## src/rtl/sap_datapath.sv

```systemverilog
// SAP-1 style datapath: PC, MAR, IR, A, B, carry, halt flag, a 16x8 RAM
// and a single shared 8-bit bus. The external controller sequences the
// datapath through a 14-bit control word. While the block is halted or
// held in reset, the program-load port can write the RAM.
module sap_datapath (
    input  logic        clk,
    input  logic        rst,
    input  logic [13:0] ctrl,
    input  logic        prog_we,
    input  logic [3:0]  prog_addr,
    input  logic [7:0]  prog_data,
    output logic [3:0]  opcode,
    output logic [7:0]  bus,
    output logic [7:0]  a_out,
    output logic [3:0]  pc_out,
    output logic        carry,
    output logic        halted,
    output logic        bus_conflict
);

    // Control word fields
    logic hlt, pc_inc, pc_load, pc_en, mar_load, mem_st, mem_en;
    logic ir_load, ir_en, a_load, a_en, b_load, adder_sub, adder_en;

    assign hlt       = ctrl[13];
    assign pc_inc    = ctrl[12];
    assign pc_load   = ctrl[11];
    assign pc_en     = ctrl[10];
    assign mar_load  = ctrl[9];
    assign mem_st    = ctrl[8];
    assign mem_en    = ctrl[7];
    assign ir_load   = ctrl[6];
    assign ir_en     = ctrl[5];
    assign a_load    = ctrl[4];
    assign a_en      = ctrl[3];
    assign b_load    = ctrl[2];
    assign adder_sub = ctrl[1];
    assign adder_en  = ctrl[0];

    // Architectural state
    logic [3:0] pc_q,  pc_d;
    logic [3:0] mar_q, mar_d;
    logic [7:0] ir_q,  ir_d;
    logic [7:0] a_q,   a_d;
    logic [7:0] b_q,   b_d;
    logic       carry_q,  carry_d;
    logic       halted_q, halted_d;

    // Program RAM; intentionally has no reset so a loaded program survives rst
    logic [7:0] ram_q [16];
    logic [7:0] ram_rd;

    // RAM write port selection
    logic       ram_we;
    logic [3:0] ram_waddr;
    logic [7:0] ram_wdata;
    logic       prog_ok;

    // ALU
    logic [8:0] alu_sum;
    logic [7:0] alu_b;
    logic [2:0] drv_cnt;

    assign ram_rd = ram_q[mar_q];

    // Adder/subtractor: subtract is A + ~B + 1, bit 8 is carry (1 = no borrow)
    always_comb begin
        alu_b   = adder_sub ? ~b_q : b_q;
        alu_sum = {1'b0, a_q} + {1'b0, alu_b} + {8'h00, adder_sub};
    end

    // Bus mux: later assignments override earlier ones, giving the fixed
    // priority adder > A > IR > RAM > PC; nobody driving reads as zero
    always_comb begin
        bus = 8'h00;
        if (pc_en)    bus = {4'h0, pc_q};
        if (mem_en)   bus = ram_rd;
        if (ir_en)    bus = {4'h0, ir_q[3:0]};
        if (a_en)     bus = a_q;
        if (adder_en) bus = alu_sum[7:0];
    end

    // Flag any cycle where two or more drivers contend for the bus
    always_comb begin
        drv_cnt = {2'b00, pc_en} + {2'b00, mem_en} + {2'b00, ir_en}
                + {2'b00, a_en}  + {2'b00, adder_en};
        bus_conflict = (drv_cnt > 3'd1);
    end

    // Next-state for all registers; halted freezes everything but the halt flag
    always_comb begin
        pc_d     = pc_q;
        mar_d    = mar_q;
        ir_d     = ir_q;
        a_d      = a_q;
        b_d      = b_q;
        carry_d  = carry_q;
        halted_d = halted_q | hlt;
        if (!halted_q) begin
            if (mar_load) mar_d = bus[3:0];
            if (ir_load)  ir_d  = bus;
            if (a_load)   a_d   = bus;
            if (b_load)   b_d   = bus;
            // load beats increment when both are asserted
            if (pc_load)     pc_d = bus[3:0];
            else if (pc_inc) pc_d = pc_q + 4'd1;
            // carry is committed only together with an ALU result landing in A
            if (adder_en && a_load) carry_d = alu_sum[8];
        end
    end

    // State registers, cleared asynchronously by the active-low reset
    always_ff @(posedge clk or negedge rst) begin
        if (!rst) begin
            pc_q     <= 4'h0;
            mar_q    <= 4'h0;
            ir_q     <= 8'h00;
            a_q      <= 8'h00;
            b_q      <= 8'h00;
            carry_q  <= 1'b0;
            halted_q <= 1'b0;
        end else begin
            pc_q     <= pc_d;
            mar_q    <= mar_d;
            ir_q     <= ir_d;
            a_q      <= a_d;
            b_q      <= b_d;
            carry_q  <= carry_d;
            halted_q <= halted_d;
        end
    end

    // RAM write source: the program port owns the RAM while stopped,
    // the datapath owns it while running
    always_comb begin
        prog_ok   = halted_q | ~rst;
        ram_we    = 1'b0;
        ram_waddr = mar_q;
        ram_wdata = bus;
        if (prog_ok) begin
            if (prog_we) begin
                ram_we    = 1'b1;
                ram_waddr = prog_addr;
                ram_wdata = prog_data;
            end
        end else if (mem_st) begin
            ram_we = 1'b1;
        end
    end

    // RAM storage
    always_ff @(posedge clk) begin
        if (ram_we) ram_q[ram_waddr] <= ram_wdata;
    end

    assign opcode = ir_q[7:4];
    assign a_out  = a_q;
    assign pc_out = pc_q;
    assign carry  = carry_q;
    assign halted = halted_q;

endmodule

```

## config.mk

```make
export PLATFORM = sky130hd
export DESIGN_NAME = sap_datapath
export DESIGN_NICKNAME = d
export VERILOG_FILES = /design/src/rtl/sap_datapath.sv
export SDC_FILE = /design/constraint.sdc
export NUM_CORES = 1
export LEC_CHECK = 0
export CAP_MARGIN = 5
export CORE_MARGIN = 4
export CORE_UTILIZATION = 41
export DETAILED_ROUTE_END_ITERATION = 8
export MAX_ROUTING_LAYER = met4
export RECOVER_POWER = 25
export SETUP_SLACK_MARGIN = 0.15
export SYNTH_ARGS = -nofsm -noshare
export SYNTH_HDL_FRONTEND = slang
export SYNTH_SLANG_ARGS = --single-unit
export TNS_END_PERCENT = 50
```

## constraint.sdc

```tcl
create_clock -name clk -period 3.1 [get_ports clk]
set_input_delay 0.31 -clock clk [delete_from_list [all_inputs] [get_ports clk]]
set_output_delay 0.31 -clock clk [all_outputs]
set_load 0.05 [all_outputs]
```

# Word level (Yosys, flattened, before mapping)

Memory sizes are Yosys's and may differ from the RTL's.
Cells that the tools add are included.

Input port bits: 29
Register bits after elaboration: 34
Word-level logic and storage cells: 46
Output and inout bits: 27
Memories kept: 1
Memory bits (writable): 128

$lt $le $gt $ge: 1
Mux-type cells: 17
Add/subtract/negate cells: 7
Bitwise operators: 5
Reduce and logical (&&, ||, !) cells: 8

Memories:

| name  | depth | bits a word | read ports | clocked after Yosys merged registers in | write ports | RTL line | source |
|---|---|---|---|---|---|---|---|
| ram_q | 16    | 8           | 1          | 0                                       | 1           | 50       | `logic [7:0] ram_q [16];` |

Operator list:

| cell                                                                            | count |
|---|---|
| 8-bit 2-to-1 mux                                                                | 7 |
| 4-bit 2-to-1 mux                                                                | 5 |
| 2-bit AND reduction                                                             | 6 |
| 8-bit by 8-bit adder with 9-bit output                                          | 1 |
| 9-bit by 1-bit adder with 9-bit output                                          | 1 |
| 8-bit NOT                                                                       | 1 |
| 3-bit by 1-bit adder with 3-bit output                                          | 2 |
| 1-bit 2-to-1 mux                                                                | 5 |
| 4-bit by 1-bit adder with 4-bit output, second input constant                   | 1 |
| 2-bit by 1-bit adder with 3-bit output                                          | 1 |
| 3-bit by 1-bit greater-than comparator with 1-bit output, second input constant | 1 |
| 1-bit by 1-bit adder with 2-bit output                                          | 1 |
| 1-bit NOT                                                                       | 2 |
| 1-bit OR                                                                        | 2 |
| 2-bit nonzero test                                                              | 1 |
| 1-bit logical AND                                                               | 1 |

# Logic depth before layout (Yosys ltp)

Gate-level depths: netlist of run 1.

Depth in word-level cells: 7
Gate-level depth with buffers: 9
Mapped depth without buffers: 8

# Worst setup path after synthesis of run 1

No wires, ideal clock.

Path kind: register -> register
From: register a_q[0], in the netlist a_out[0]
To: memory ram_q[0][6], data pin
Data arrival time: 2693 ps
Clock period less this slack: 3034 ps
Stages on the path, launching flop included: 8
Buffers on the path: 0
Library setup time: 341 ps
Setup slack: 66 ps
Data required time: 2759 ps
Cells stage by stage: dfrtp_1 mux2i_1 fa_1 nand3b_1 a21o_1 nand2_1 mux2i_1 o31ai_1

Word-level cells in the longest chain between the ends: 5

Ends and longest elaborated chain:

| item                                     | RTL line | source |
|---|---|---|
| from (decl)                              | 44       | `logic [7:0] a_q, a_d;` |
| from (signal assigned)                   | 118      | `a_q <= 8'h00;` |
| from (signal assigned)                   | 126      | `a_q <= a_d;` |
| 8-bit by 8-bit adder with 9-bit output * | 69       | `alu_sum = {1'b0, a_q} + {1'b0, alu_b} + {8'h00, adder_sub};` |
| 9-bit by 1-bit adder with 9-bit output * | 69       |  |
| 8-bit 2-to-1 mux *                       | 80       | `if (adder_en) bus = alu_sum[7:0];` |
| 8-bit 2-to-1 mux                         | 141      | `if (prog_we) begin` |
| 8-bit 2-to-1 mux *                       | 140      | `if (prog_ok) begin` |
| net ram_wdata[6]                         | 56       | `logic [7:0] ram_wdata;` |
| to (decl)                                | 50       |  |

The timed path passes the listed nets; every way through them passes the cells marked *.

# Worst setup path after layout of run 1

From: input port ctrl[1]
To: output port bus[7]

Word-level cells in the longest chain between the ends: 4

Ends and longest elaborated chain:

| item                                     | RTL line | source |
|---|---|---|
| from (decl)                              | 8        | `input logic [13:0] ctrl,` |
| 8-bit 2-to-1 mux                         | 68       | `alu_b = adder_sub ? ~b_q : b_q;` |
| 8-bit by 8-bit adder with 9-bit output   | 69       |  |
| 9-bit by 1-bit adder with 9-bit output * | 69       |  |
| 8-bit 2-to-1 mux *                       | 80       |  |
| to (decl)                                | 13       | `output logic [7:0] bus,` |

Mark *: on every way between the ends. The rest lies on a longest branch, timed or not.

==> results of run 1 <==
==> state kept, by name, indices dropped and copies added (netlist names) <==
signal,cells
a_out,8
b_q,8
carry,1
halted,1
ir_q,8
mar_q,4
pc_out,4
ram_q,128
==> synthesized netlist by cell type, types with 10 or more instances <==
cell	instances
sky130_fd_sc_hd__edfxtp_1	128
sky130_fd_sc_hd__nand2_1	63
sky130_fd_sc_hd__mux2_2	14
sky130_fd_sc_hd__nor2_1	25
sky130_fd_sc_hd__mux4_2	22
sky130_fd_sc_hd__mux2i_1	13
sky130_fd_sc_hd__xor2_1	11
sky130_fd_sc_hd__nor2b_1	10
sky130_fd_sc_hd__dfrtp_1	34
sky130_fd_sc_hd__a21oi_1	12
sky130_fd_sc_hd__o21ai_1	31
sky130_fd_sc_hd__inv_1	15
sky130_fd_sc_hd__ha_1	11
==> worst paths after layout <==
kind | startpoint | endpoint | slack (ns) | cells past startpoint
worst max-delay path | ctrl[1] | bus[7] | 0.07 | 10
worst min-delay path | ctrl[13] | halted$_DFF_PN0_ | 0.47 | 2
worst max register to register | halted$_DFF_PN0_ | ram_q[0][3]$_DFFE_PP_ | 0.46 | 5
worst min register to register | ir_q[6]$_DFFE_PN0P_ | ir_q[6]$_DFFE_PN0P_ | 0.48 | 2
max in group asynchronous | rst | mar_q[0]$_DFFE_PN0P_ | 0.74 | 3
min in group asynchronous | rst | pc_out[3]$_DFFE_PN0P_ | 1.04 | 3
==> where the power goes <==
group / total (mW) / switching (mW) / internal, mW / leakage, nW
Clock: 2.26 / 0.944 / 1.31 / 0.310
Combinational: 1.28 / 0.743 / 0.532 / 1.50
Sequential: 2.57 / 0.0823 / 2.49 / 1.58
Total: 6.10 / 1.77 / 4.33 / 3.39
==> area by class of cell <==
class	instances	area, sq um	area share (%)
flip-flops and latches	162	4700	50.4
clock buffers	17	425	4.57
multi-input cells	320	2530	27.2
clock inverters	15	211	2.27
repair buffers	120	1100	11.8
well taps	225	282	3.02
inverters	18	67.6	0.725
==> per-layer routing <==
metal	track usage [%]	vias to the layer above	share of wire (%)
met3	4.67	23	5.8
met4	5.00	0	1.3
met2	31.7	152	49
met1	26.8	2474	44
li1	-	2258	-
met5	-	-	0
==> layout by cell type (no fill, tap or decap), types with 10 or more instances in the layout <==
| master | instances |
|---|---|
| sky130_fd_sc_hd__buf_4 | 62 |
| sky130_fd_sc_hd__nor2b_1 | 10 |
| sky130_fd_sc_hd__ha_1 | 11 |
| sky130_fd_sc_hd__a21oi_1 | 12 |
| sky130_fd_sc_hd__nand2_1 | 63 |
| sky130_fd_sc_hd__xor2_1 | 11 |
| sky130_fd_sc_hd__edfxtp_1 | 128 |
| sky130_fd_sc_hd__nor2_1 | 24 |
| sky130_fd_sc_hd__inv_1 | 14 |
| sky130_fd_sc_hd__mux4_2 | 22 |
| sky130_fd_sc_hd__dlygate4sd3_1 | 11 |
| sky130_fd_sc_hd__mux2_2 | 14 |
| sky130_fd_sc_hd__clkdlybuf4s50_1 | 35 |
| sky130_fd_sc_hd__dfrtp_1 | 31 |
| sky130_fd_sc_hd__o21ai_1 | 31 |
| sky130_fd_sc_hd__clkbuf_16 | 17 |
==> timing repair <==
item / 4_1_cts / 5_1_grt
endpoints found under the hold margin: 34 / 0
endpoints found under the setup margin: 24 / 24
hold buffers: 1 / 0
gates cloned: 0 / 0
pin swaps: 5 / 2
setup buffers: 11 / 0
gates resized for setup: 9 / 7
==> kinds of logic after synthesis <==
family	after synthesis	synth area share (%)
and+or+nand+nor	135	8.73
AOI/OAI and AO/OA	112	10.4
muxes	49	10.6
adders and majority gates	13	2.40
buffers and inverters	45	3.08
DFF	162	63.5
xor gates and xnor gates	11	1.30
==> parameters.txt, run 1 <==
Parameter                              Value

Worst setup path
  CP max FO ... 4
  Slowest-stage cell, CP ... sky130_fd_sc_hd__clkdlybuf4s50_1
  Required @ worst endpoint ... between 2 and 3 ns
  Crit path capture type ... output port
  Critical path's most frequent cell ... sky130_fd_sc_hd__buf_4
  Startpoint Class ... input pin
  Number of buffers and inverters on the critical path ... 3
  Category of the critical setup timing path ... in2out
  Crit-path leading delay family ... buffers and inverters
  Arrival time at the worst endpoint ... 2.72 ns
  CP max stage delay ... 0.53 ns
  Crit-path cells ... clkdlybuf4s50_1, buf_4, xor2_1, ha_1, a21oi_1, o21ai_0, a31oi_1, mux2i_2, nor2_1, buf_4

Flow run
  Max Cap Violations ... 1

Timing
  Setup TNS ... 0 ns
  Max Clock Skew ... 0.0115 ns
  Hold WS ... 0.467 ns
  Final critical-path share of the clock period ... between 90% and 100%
  Highest Clock Rate ... 330 MHz
  Final Hold Vio Count ... 0
  Fin crit period ... approximately 3 ns
  Unrepaired setup endpoints after global routing ... yes
  Count of pins over their slew limit ... 35
  Setup violators final ... 0
  Worst slew margin relative to its limit ... -25.3%
  Worst-Margin Slew ... 1.88 ns
  Worst path setup slack after routing ... 0.0686 ns

Routing
  Average wire per cell in the routed design ... 22.1 um
  Via count of the routed design ... between 4000 and 5000
  Ratio of routed vias to standard cells ... 5.60
  Initial DRC count ... 401
  Final wirelength ... 19300 um
  Drc violations ... 0
  Count of TritonRoute iterations in the first routing pass ... 5
  Post-route antenna net violation count ... 0

Power and ir drop
  Leakage power ... 3.39 nW
  Maximum vdd ir drop ... 0.000364 V
  Power per Cell Area ... approximately 650 nW/um^2
  Total power consumption of the routed design ... 6.10 mW

Layout
  Number of inserted filler cells in the final layout ... 1419
  Layout Nets ... 681
  Layout cell share with drive strength beyond 1 ... ~25%
  Layout Utilization ... about 53%
  Area growth syn-to-layout ... 26.0%
  Final Cell Area ... 9320 sq um
  Antenna Diode Count ... 0
  Finished Layout Cells ... 877

Synth
  Mapped Avg Cell Area ... between 10 and 15 sq um
  Syn. warnings ... 0
  Synthesized net count ... 569
  Cell Area, Synth ... approximately 7400 sq um
  Synthesized instance count ... approximately 530
  Prevailing post-synth register cell ... sky130_fd_sc_hd__edfxtp_1
  Seq/Total Area, Yosys ... 63.5%
  EDFF count, synth ... 128
  Top area cells in the synthesized netlist ... sky130_fd_sc_hd__edfxtp_1 (52%), sky130_fd_sc_hd__dfrtp_1 (12%), sky130_fd_sc_hd__mux4_2 (6.7%), sky130_fd_sc_hd__nand2_1 (3.2%), sky130_fd_sc_hd__mux2_2 (2.1%)
  Post-synth top area cell ... sky130_fd_sc_hd__edfxtp_1
  Top cell type's share of synthesized area ... 52.0%
  Async set-reset flop share out of synthesis ... a little over a fifth
  Number of register bits inferred by synthesis ... 162
  Number of distinct library cells after synthesis ... 60

Floorplanning
  Initial cell density of the core ... 42.3%
  Area of the core ... 17500 sq um
  Number of placement rows ... 48
  Overall die width ... 142 um
  Area of the die ... 20300 sq um
  Vertical extent of the die ... 142 um
  Ports placed on the boundary ... 56

Run status
  Result of the run ... finished with violations
  Failing checks ... capacitance limit, slew limit

Global route
  Overall fraction of global-route tracks in use ... 20.1%
  Number of antenna violations at the first check in global routing ... 0
  Remaining Overflow, GRT ... 0
  First-pass GRT wire length ... approximately 29000 um
  Vias in the first global route ... 4898
  Largest net degree at the start of global routing ... 35

Clock network
  CTS sink cnt ... approximately 160
  Clock latency of the later-clocked register in the worst-skew pair ... 0.43 ns
  Clock-pin slew on the worst setup and hold paths ... 0.07 ns
  H-tree levels ... 4
  Number of buffers added by the clock tree synthesis step ... 17
  Clock tree from TritonCTS ... built
  Maximum clock path buffer count ... 2
  Buffer type at the clock tree root ... sky130_fd_sc_hd__clkbuf_16

Placement
  Detailed placer's ending HPWL ... ~13000 um
  Instance count after placement with tap cells included ... ~830
  Placement-stage cell area ... between 8000 and 9000 sq um
  Placer's final routability congestion estimate ... 0.927
  Setup Slack @ Placement ... -0.107 ns
  Number of I/O port buffers ... between 50 and 60

Hold path
  Min-Delay Path Class ... in2reg
(Power assumes the default switching activity.)
==> inputs of run 2 (changes only) <==
GPL_TIMING_DRIVEN = 0   (was default)
HOLD_SLACK_MARGIN = 0.12   (was default)
==> run 2 against run 1 <==
Against the previous run:
- the run still ends with capacitance limit, slew limit left
- first-iteration DRC count increased by 12%
- sequential power hardly changed
- total power fell by 5.6%
- cell area is 2.6% lower
- clock-buffer cell count increased by 1
- combinational power down 5%
- critical path type is now reg2reg
- largest cell class unchanged
- highest routed layer unchanged
==> parameters.txt, run 2 (synthesis gave the netlist of run 1 again) <==
Parameter                              Value

Layout
  Number of inserted filler cells in the final layout ... 1490 (+5.0%)
  Layout cell share with drive strength beyond 1 ... 24.8% (-0.54 points)
  Final Cell Area ... 9080 sq um (-2.6%)
  Area growth syn-to-layout ... 22.7%
  Layout Nets ... 667 (-2.1%)
  Register name with the most flops ... ram_q
  Flip-flop count of the largest register, all copies and words added ... 128 (unchanged)
  Antenna Diode Count ... 0 (unchanged)
  Leading cell type in the layout, fill and taps excluded ... sky130_fd_sc_hd__edfxtp_1
  Most frequent cells in the layout ... sky130_fd_sc_hd__edfxtp_1 (128), sky130_fd_sc_hd__nand2_1 (62), sky130_fd_sc_hd__dfrtp_1 (32)

Global route
  Remaining Overflow, GRT ... 0 (unchanged)
  Largest net degree at the start of global routing ... 35 (unchanged)
  Number of antenna violations at the first check in global routing ... 0 (unchanged)
  First-pass GRT wire length ... 29700 um (+1.6%)
  Overall fraction of global-route tracks in use ... 20.5% (+0.38 points)
  Vias in the first global route ... 4801 (-2.0%)

Routing
  Average wire per cell in the routed design ... 23.2 um (+5.0%)
  Initial DRC count ... 451 (+12%)
  Ratio of routed vias to standard cells ... 5.76 (+2.9%)
  Final wirelength ... 20000 um (+3.4%)
  Via count of the routed design ... 4971 (+1.3%)
  Post-route antenna net violation count ... 0 (unchanged)
  Drc violations ... 0 (unchanged)
  Count of TritonRoute iterations in the first routing pass ... 7 (+2)

Timing
  Worst slew margin relative to its limit ... -25.9% (-0.59 points)
  Setup violators final ... 0 (unchanged)
  Count of pins over their slew limit ... 35 (unchanged)
  Final Hold Vio Count ... 0 (unchanged)
  Highest Clock Rate ... 334 MHz (+1.3%)
  Unrepaired setup endpoints after global routing ... yes
  Max Clock Skew ... 0.00663 ns (-0.00488 ns)
  Worst-Margin Slew ... 1.89 ns (+0.00889 ns)
  Worst path setup slack after routing ... 0.108 ns (+0.0396 ns)
  Setup TNS ... 0 ns (unchanged)
  Fin crit period ... 2.99 ns (-0.0396 ns)
  Final critical-path share of the clock period ... 96.5% (-1.3 points)

Clock network
  Clock tree from TritonCTS ... built
  Clock latency of the later-clocked register in the worst-skew pair ... 0.43 ns (about the same)
  Clock-pin slew on the worst setup and hold paths ... 0.06 ns (about the same)
  CTS sink cnt ... 162 (unchanged)
  Number of buffers added by the clock tree synthesis step ... 17 (unchanged)
  H-tree levels ... 4 (unchanged)
  Maximum clock path buffer count ... 2 (unchanged)
  Buffer type at the clock tree root ... sky130_fd_sc_hd__clkbuf_16

Placement
  Placement-stage cell area ... 8200 sq um (-3.9%)
  Number of I/O port buffers ... 52 (-5.5%)
  Detailed placer's ending HPWL ... 13500 um (+0.77%)
  Placer's final routability congestion estimate ... 0.954 (+2.8%)
  Setup Slack @ Placement ... -0.357 ns (-0.250 ns)

Floorplanning
  Ports placed on the boundary ... 56 (unchanged)
  Initial cell density of the core ... 42.3% (unchanged)
  Vertical extent of the die ... 142 um (unchanged)
  Area of the die ... 20300 sq um (unchanged)
  Number of placement rows ... 48 (unchanged)
  Area of the core ... 17500 sq um (unchanged)
  Overall die width ... 142 um (unchanged)

Power and ir drop
  Leakage power ... 3.24 nW (-4.4%)
  Power per Cell Area ... 634 nW/um^2 (-3.1%)
  Clock group share of total power ... 34.7% (-2.3 points)
  Total power consumption of the routed design ... 5.76 mW (-5.6%)
  Share of total power in sequential cells ... 44.3% (+2.2 points)
  Switching share of total power ... 29.9% (+0.84 points)
  Maximum vdd ir drop ... 0.000386 V (+6.0%)
  Switching power summed over all nets ... 1.72 mW (-2.9%)
  Internal Pwr Total ... 4.04 mW (-6.7%)
  Proportion of power drawn by combinational gates ... 21.0% (about the same)

Worst setup path
  CP max stage delay ... 0.72 ns (+0.19 ns)
  Startpoint Class ... flip-flop
  Crit path capture type ... flip-flop
  Category of the critical setup timing path ... reg2reg
  Crit-path cells ... nand2b_1, and2_1, clkbuf_1, mux2i_1, nand2_1, nor2_1
  Crit-path leading delay family ... simple AND/OR/NAND/NOR gates
  CP max FO ... 8 (+4)
  Required @ worst endpoint ... 3.15 ns (+0.36 ns)
  Number of buffers and inverters on the critical path ... 1 (-2)
  Arrival time at the worst endpoint ... 3.04 ns (+0.32 ns)
  Slowest-stage cell, CP ... sky130_fd_sc_hd__nor2_1

Hold path
  Min-Delay Path Class ... in2reg

Run status
  Result of the run ... finished with violations
  Failing checks ... capacitance limit, slew limit

Flow run
  Max Cap Violations ... 1 (unchanged)
==> run 2: worst reg2reg max path, cell delays in order, from the launching register on <==
cell and delay [ns]:
sky130_fd_sc_hd__dfrtp_1 0.49, sky130_fd_sc_hd__nand2b_1 0.29, sky130_fd_sc_hd__and2_1 0.16, sky130_fd_sc_hd__clkbuf_1 0.49, sky130_fd_sc_hd__mux2i_1 0.32, sky130_fd_sc_hd__nand2_1 0.14
sky130_fd_sc_hd__nor2_1 0.72
==> run 2: final cells by class <==
| type | count | area (sq um) | area share, % |
|---|---|---|---|
| Buffer | 27 | 186 | 2.05 |
| Clock buffer | 18 | 429 | 4.73 |
| Clock inverter | 14 | 130 | 1.43 |
| Inverter | 18 | 68.8 | 0.758 |
| Multi-Input combinational cell | 320 | 2630 | 28.9 |
| Sequential cell | 162 | 4700 | 51.7 |
| Tap cell | 225 | 282 | 3.10 |
| Timing Repair Buffer | 79 | 659 | 7.26 |
==> run 2: final timing paths <==
kind                                startpoint                     to  slack, ns  cells past startpoint
max                           halted$_DFF_PN0_  ram_q[2][6]$_DFFE_PP_       0.11                      6
min                                   ctrl[13]       halted$_DFF_PN0_       0.45                      2
max reg2reg                   halted$_DFF_PN0_  ram_q[2][6]$_DFFE_PP_       0.11                      6
min reg2reg                ir_q[6]$_DFFE_PN0P_    ir_q[6]$_DFFE_PN0P_       0.49                      2
max in group asynchronous                  rst   a_out[1]$_DFFE_PN0P_       0.75                      3
min in group asynchronous                  rst   a_out[3]$_DFFE_PN0P_       1.13                      3
==> run 2: per-stage QoR <==
step | util (%) | cells | hold slack [ns]
after floorplan | - | 527 | 0.0144
after global placement | 46.9 | 804 | 0.470
after detailed placement | 46.9 | 804 | 0.459
after CTS | 51.2 | 847 | 0.434
after global routing | 51.9 | 863 | 0.461
final | 51.9 | 863 | 0.449
==> run 2: power by group through the flow <==
stage	Combinational [mW]	Clock, mW	Sequential (mW)
6_report	1.21	2.00	2.55
5_1_grt	1.29	2.13	2.56
3_3_place_gp	1.08	0	2.59
4_1_cts	1.19	2.02	2.55
2_1_floorplan	0.664	0	2.64
3_5_place_dp	1.09	0	2.60
==> run 2: timing repair <==
action,in CTS,in global routing
setup buffers,9,16
hold buffers,2,0
endpoints found under the hold margin,34,0
resized for setup,63,43
setup endpoints to repair,137,169
pin swaps,6,7
==> run 2: layer usage <==
layer,track usage [%],part of all wire [%],vias to the layer above
met5,-,0,-
met4,7.35,2.5,0
met1,27.3,42,2484
met3,3.70,6.9,38
li1,-,-,2231
met2,32.0,49,218
==> inputs of run 3 (changes only) <==
CORE_UTILIZATION = 30   (was 41)
==> run 3 against run 2 <==
Against the previous run:
- the flow still finishes with violations (capacitance limit, slew limit)
- total power is 3.3% higher
- clock-buffer cell count is 2 higher
- combinational power hardly changed
- global-route usage is 4.8 points lower
- hold slack better by 0.033 ns
- clock skew is 0.0011 ns lower
- cell area is 1.3% higher
==> parameters.txt, run 3 (synthesis gave the netlist of run 1 again) <==
Parameter                              Value

Worst setup path
  CP max FO ... 5 (-3)
  Arrival time at the worst endpoint ... 2.68 ns (-0.36 ns)
  Startpoint Class ... flip-flop
  Category of the critical setup timing path ... reg2out
  Required @ worst endpoint ... 2.79 ns (-0.36 ns)
  Crit path capture type ... output port

Layout
  Leading cell type in the layout, fill and taps excluded ... sky130_fd_sc_hd__edfxtp_1
  Multi-input logic area ... 2650 sq um (+0.95%)
  Flip-flop count of the largest register, all copies and words added ... 128 (unchanged)
  Number of inserted filler cells in the final layout ... 2284 (+53%)
  Register name with the most flops ... ram_q
  Most frequent cells in the layout ... sky130_fd_sc_hd__edfxtp_1 (128), sky130_fd_sc_hd__nand2_1 (62), sky130_fd_sc_hd__dfrtp_1 (33)
  Layout Nets ... 658 (-1.3%)
  Antenna Diode Count ... 0 (unchanged)
  Finished Layout Cells ... 953 (+10%)
  Area growth syn-to-layout ... 24.4%
  Area taken by flip-flops and latches ... 4700 sq um (about the same)
  Layout cell share with drive strength beyond 1 ... 22.7% (-2.0 points)

Clock network
  Maximum clock path buffer count ... 2 (unchanged)
  H-tree levels ... 4 (unchanged)
  Number of buffers added by the clock tree synthesis step ... 17 (unchanged)
  Clock tree from TritonCTS ... built
  Clock-pin slew on the worst setup and hold paths ... 0.06 ns (about the same)
  CTS sink cnt ... 162 (unchanged)
  Clock latency of the later-clocked register in the worst-skew pair ... 0.43 ns (about the same)
  Buffer type at the clock tree root ... sky130_fd_sc_hd__clkbuf_16

Timing
  Setup TNS ... 0 ns (unchanged)
  Highest Clock Rate ... 334 MHz (about the same)
  Fin crit period ... 2.99 ns (+0.00290 ns)
  Final Hold Vio Count ... 0 (unchanged)
  Worst slew margin relative to its limit ... -31.7% (-5.8 points)
  Worst-Margin Slew ... 1.98 ns (+0.0868 ns)
  Worst path setup slack after routing ... 0.105 ns (-0.00290 ns)
  Unrepaired setup endpoints after global routing ... yes
  Max Clock Skew ... 0.00551 ns (-0.00112 ns)
  Final critical-path share of the clock period ... 96.6% (about the same)
  Count of pins over their slew limit ... 35 (unchanged)
  Setup violators final ... 0 (unchanged)

Power and ir drop
  Leakage power ... 3.24 nW (-0.10%)
  Maximum vdd ir drop ... 0.000396 V (+2.6%)
  Share of total power in sequential cells ... 43.0% (-1.3 points)
  Proportion of power drawn by combinational gates ... 20.8% (-0.2 points)
  Switching power summed over all nets ... 1.67 mW (-3.1%)
  Power per Cell Area ... 646 nW/um^2 (+1.9%)
  Switching share of total power ... 28.0% (-1.8 points)
  Total power consumption of the routed design ... 5.95 mW (+3.3%)
  Internal Pwr Total ... 4.28 mW (+6.0%)
  Clock group share of total power ... 36.2% (+1.5 points)

Flow run
  Max Cap Violations ... 1 (unchanged)

Global route
  Largest net degree at the start of global routing ... 35 (unchanged)
  Overall fraction of global-route tracks in use ... 15.7% (-4.8 points)
  Number of antenna violations at the first check in global routing ... 0 (unchanged)
  Remaining Overflow, GRT ... 0 (unchanged)
  First-pass GRT wire length ... 30600 um (+2.8%)
  Vias in the first global route ... 5050 (+5.2%)

Floorplanning
  Number of placement rows ... 57 (+19%)
  Ports placed on the boundary ... 56 (unchanged)
  Area of the core ... 24300 sq um (+39%)
  Initial cell density of the core ... 30.4% (-12 points)
  Overall die width ... 165 um (+16%)
  Vertical extent of the die ... 165 um (+16%)
  Area of the die ... 27200 sq um (+34%)

Placement
  Detailed placer's ending HPWL ... 14100 um (+4.6%)
  Placer's final routability congestion estimate ... 0.919 (-3.6%)
  Number of I/O port buffers ... 52 (unchanged)
  Setup Slack @ Placement ... -0.543 ns (-0.186 ns)
  Instance count after placement with tap cells included ... 903 (+12%)

Routing
  Uppermost routed layer ... met4
  Routed length on met3 ... 1380 um (unchanged)
  Post-route antenna net violation count ... 0 (unchanged)
  Final wirelength ... 20200 um (+1.1%)
  Count of TritonRoute iterations in the first routing pass ... 7 (unchanged)
  Ratio of routed vias to standard cells ... 5.22 (-9.4%)
  Average wire per cell in the routed design ... 21.2 um (-8.4%)
  Wire length on met1 ... 8530 um (+2.5%)
  Via count of the routed design ... 4971 (unchanged)
  Length of routed met2 wiring ... 9920 um (+1.3%)
  Drc violations ... 0 (unchanged)
  Initial DRC count ... 604 (+34%)

Run status
  Failing checks ... capacitance limit, slew limit
  Result of the run ... finished with violations

Hold path
  Min-Delay Path Class ... in2reg
==> run 3: cell count changes in the layout (fill, tap and decap cells not counted), moves of 3 or more <==
cell | previous run | this run
sky130_fd_sc_hd__clkinvlp_4 | 4 | 1
sky130_fd_sc_hd__nor2_1 | 12 | 20
sky130_fd_sc_hd__inv_6 | 3 | 0
sky130_fd_sc_hd__buf_4 | 29 | 20
sky130_fd_sc_hd__bufinv_16 | 1 | 4
sky130_fd_sc_hd__nor2_2 | 13 | 4
sky130_fd_sc_hd__buf_6 | 1 | 5
==> run 3: cell type report <==
| class | count | share of cell area (%) |
|---|---|---|
| plain buffers | 27 | 1.85 |
| clock buffers | 20 | 4.75 |
| clock inverters | 12 | 1.78 |
| inverters | 18 | 0.789 |
| multi-input cells | 320 | 28.8 |
| flip-flops and latches | 162 | 51.0 |
| well taps | 324 | 4.41 |
| repair buffers | 70 | 6.57 |
==> run 3: what timing repair did <==
| item | CTS | global route |
|---|---|---|
| setup endpoints to repair | 121 | 153 |
| resized for setup | 64 | 30 |
| setup buffers | 7 | 9 |
| hold endpoints to repair | 34 | 0 |
| hold buffers | 2 | 0 |
| pin swaps | 4 | 8 |
==> run 3: power groups by stage <==
| stage | clock (mW) | sequential [mW] | combinational (mW) |
|---|---|---|---|
| 5_1_grt | 2.28 | 2.56 | 1.33 |
| 2_1_floorplan | 0 | 2.64 | 0.664 |
| 6_report | 2.15 | 2.55 | 1.24 |
| 4_1_cts | 2.19 | 2.55 | 1.21 |
| 3_5_place_dp | 0 | 2.60 | 1.11 |
| 3_3_place_gp | 0 | 2.59 | 1.08 |
==> run 3: critical path, stage by stage (launching register included) <==
cell and delay [ns]:
sky130_fd_sc_hd__dfrtp_1 0.46, sky130_fd_sc_hd__mux2i_1 0.19, sky130_fd_sc_hd__fa_1 0.43, sky130_fd_sc_hd__nand3b_1 0.20
sky130_fd_sc_hd__a21o_1 0.20, sky130_fd_sc_hd__nand2_2 0.06, sky130_fd_sc_hd__mux2i_1 0.41, sky130_fd_sc_hd__nor2_1 0.12
sky130_fd_sc_hd__buf_6 0.18
==> run 3: metal layers <==
| metal | global-route usage (%) | up-vias |
|---|---|---|
| li1 | - | 2214 |
| met1 | 20.1 | 2515 |
| met2 | 24.8 | 207 |
| met3 | 3.39 | 35 |
| met4 | 5.63 | 0 |
| met5 | - | - |
==> run 3: metrics by stage <==
step                      util (%)  instance area (sq um)  hold WS [ns]
after floorplan                  -                   7400        0.0144
after global placement        34.2                   8330         0.468
after detailed placement      34.2                   8330         0.456
after CTS                     37.5                   9120         0.479
after global routing          37.8                   9200         0.495
final                         37.8                   9200         0.482
==> run 3: path summary, 6_finish.rpt <==
kind	slack (ns)	cells after the start	start	endpoint
worst max-delay path	0.11	8	a_out[0]$_DFFE_PN0P_	bus[6]
worst min-delay path	0.48	2	ctrl[13]	halted$_DFF_PN0_
worst max register to register	0.11	6	halted$_DFF_PN0_	ram_q[2][5]$_DFFE_PP_
worst min register to register	0.48	2	ir_q[4]$_DFFE_PN0P_	ir_q[4]$_DFFE_PN0P_
max in group asynchronous	0.68	3	rst	mar_q[3]$_DFFE_PN0P_
min in group asynchronous	1.13	3	rst	ir_q[3]$_DFFE_PN0P_
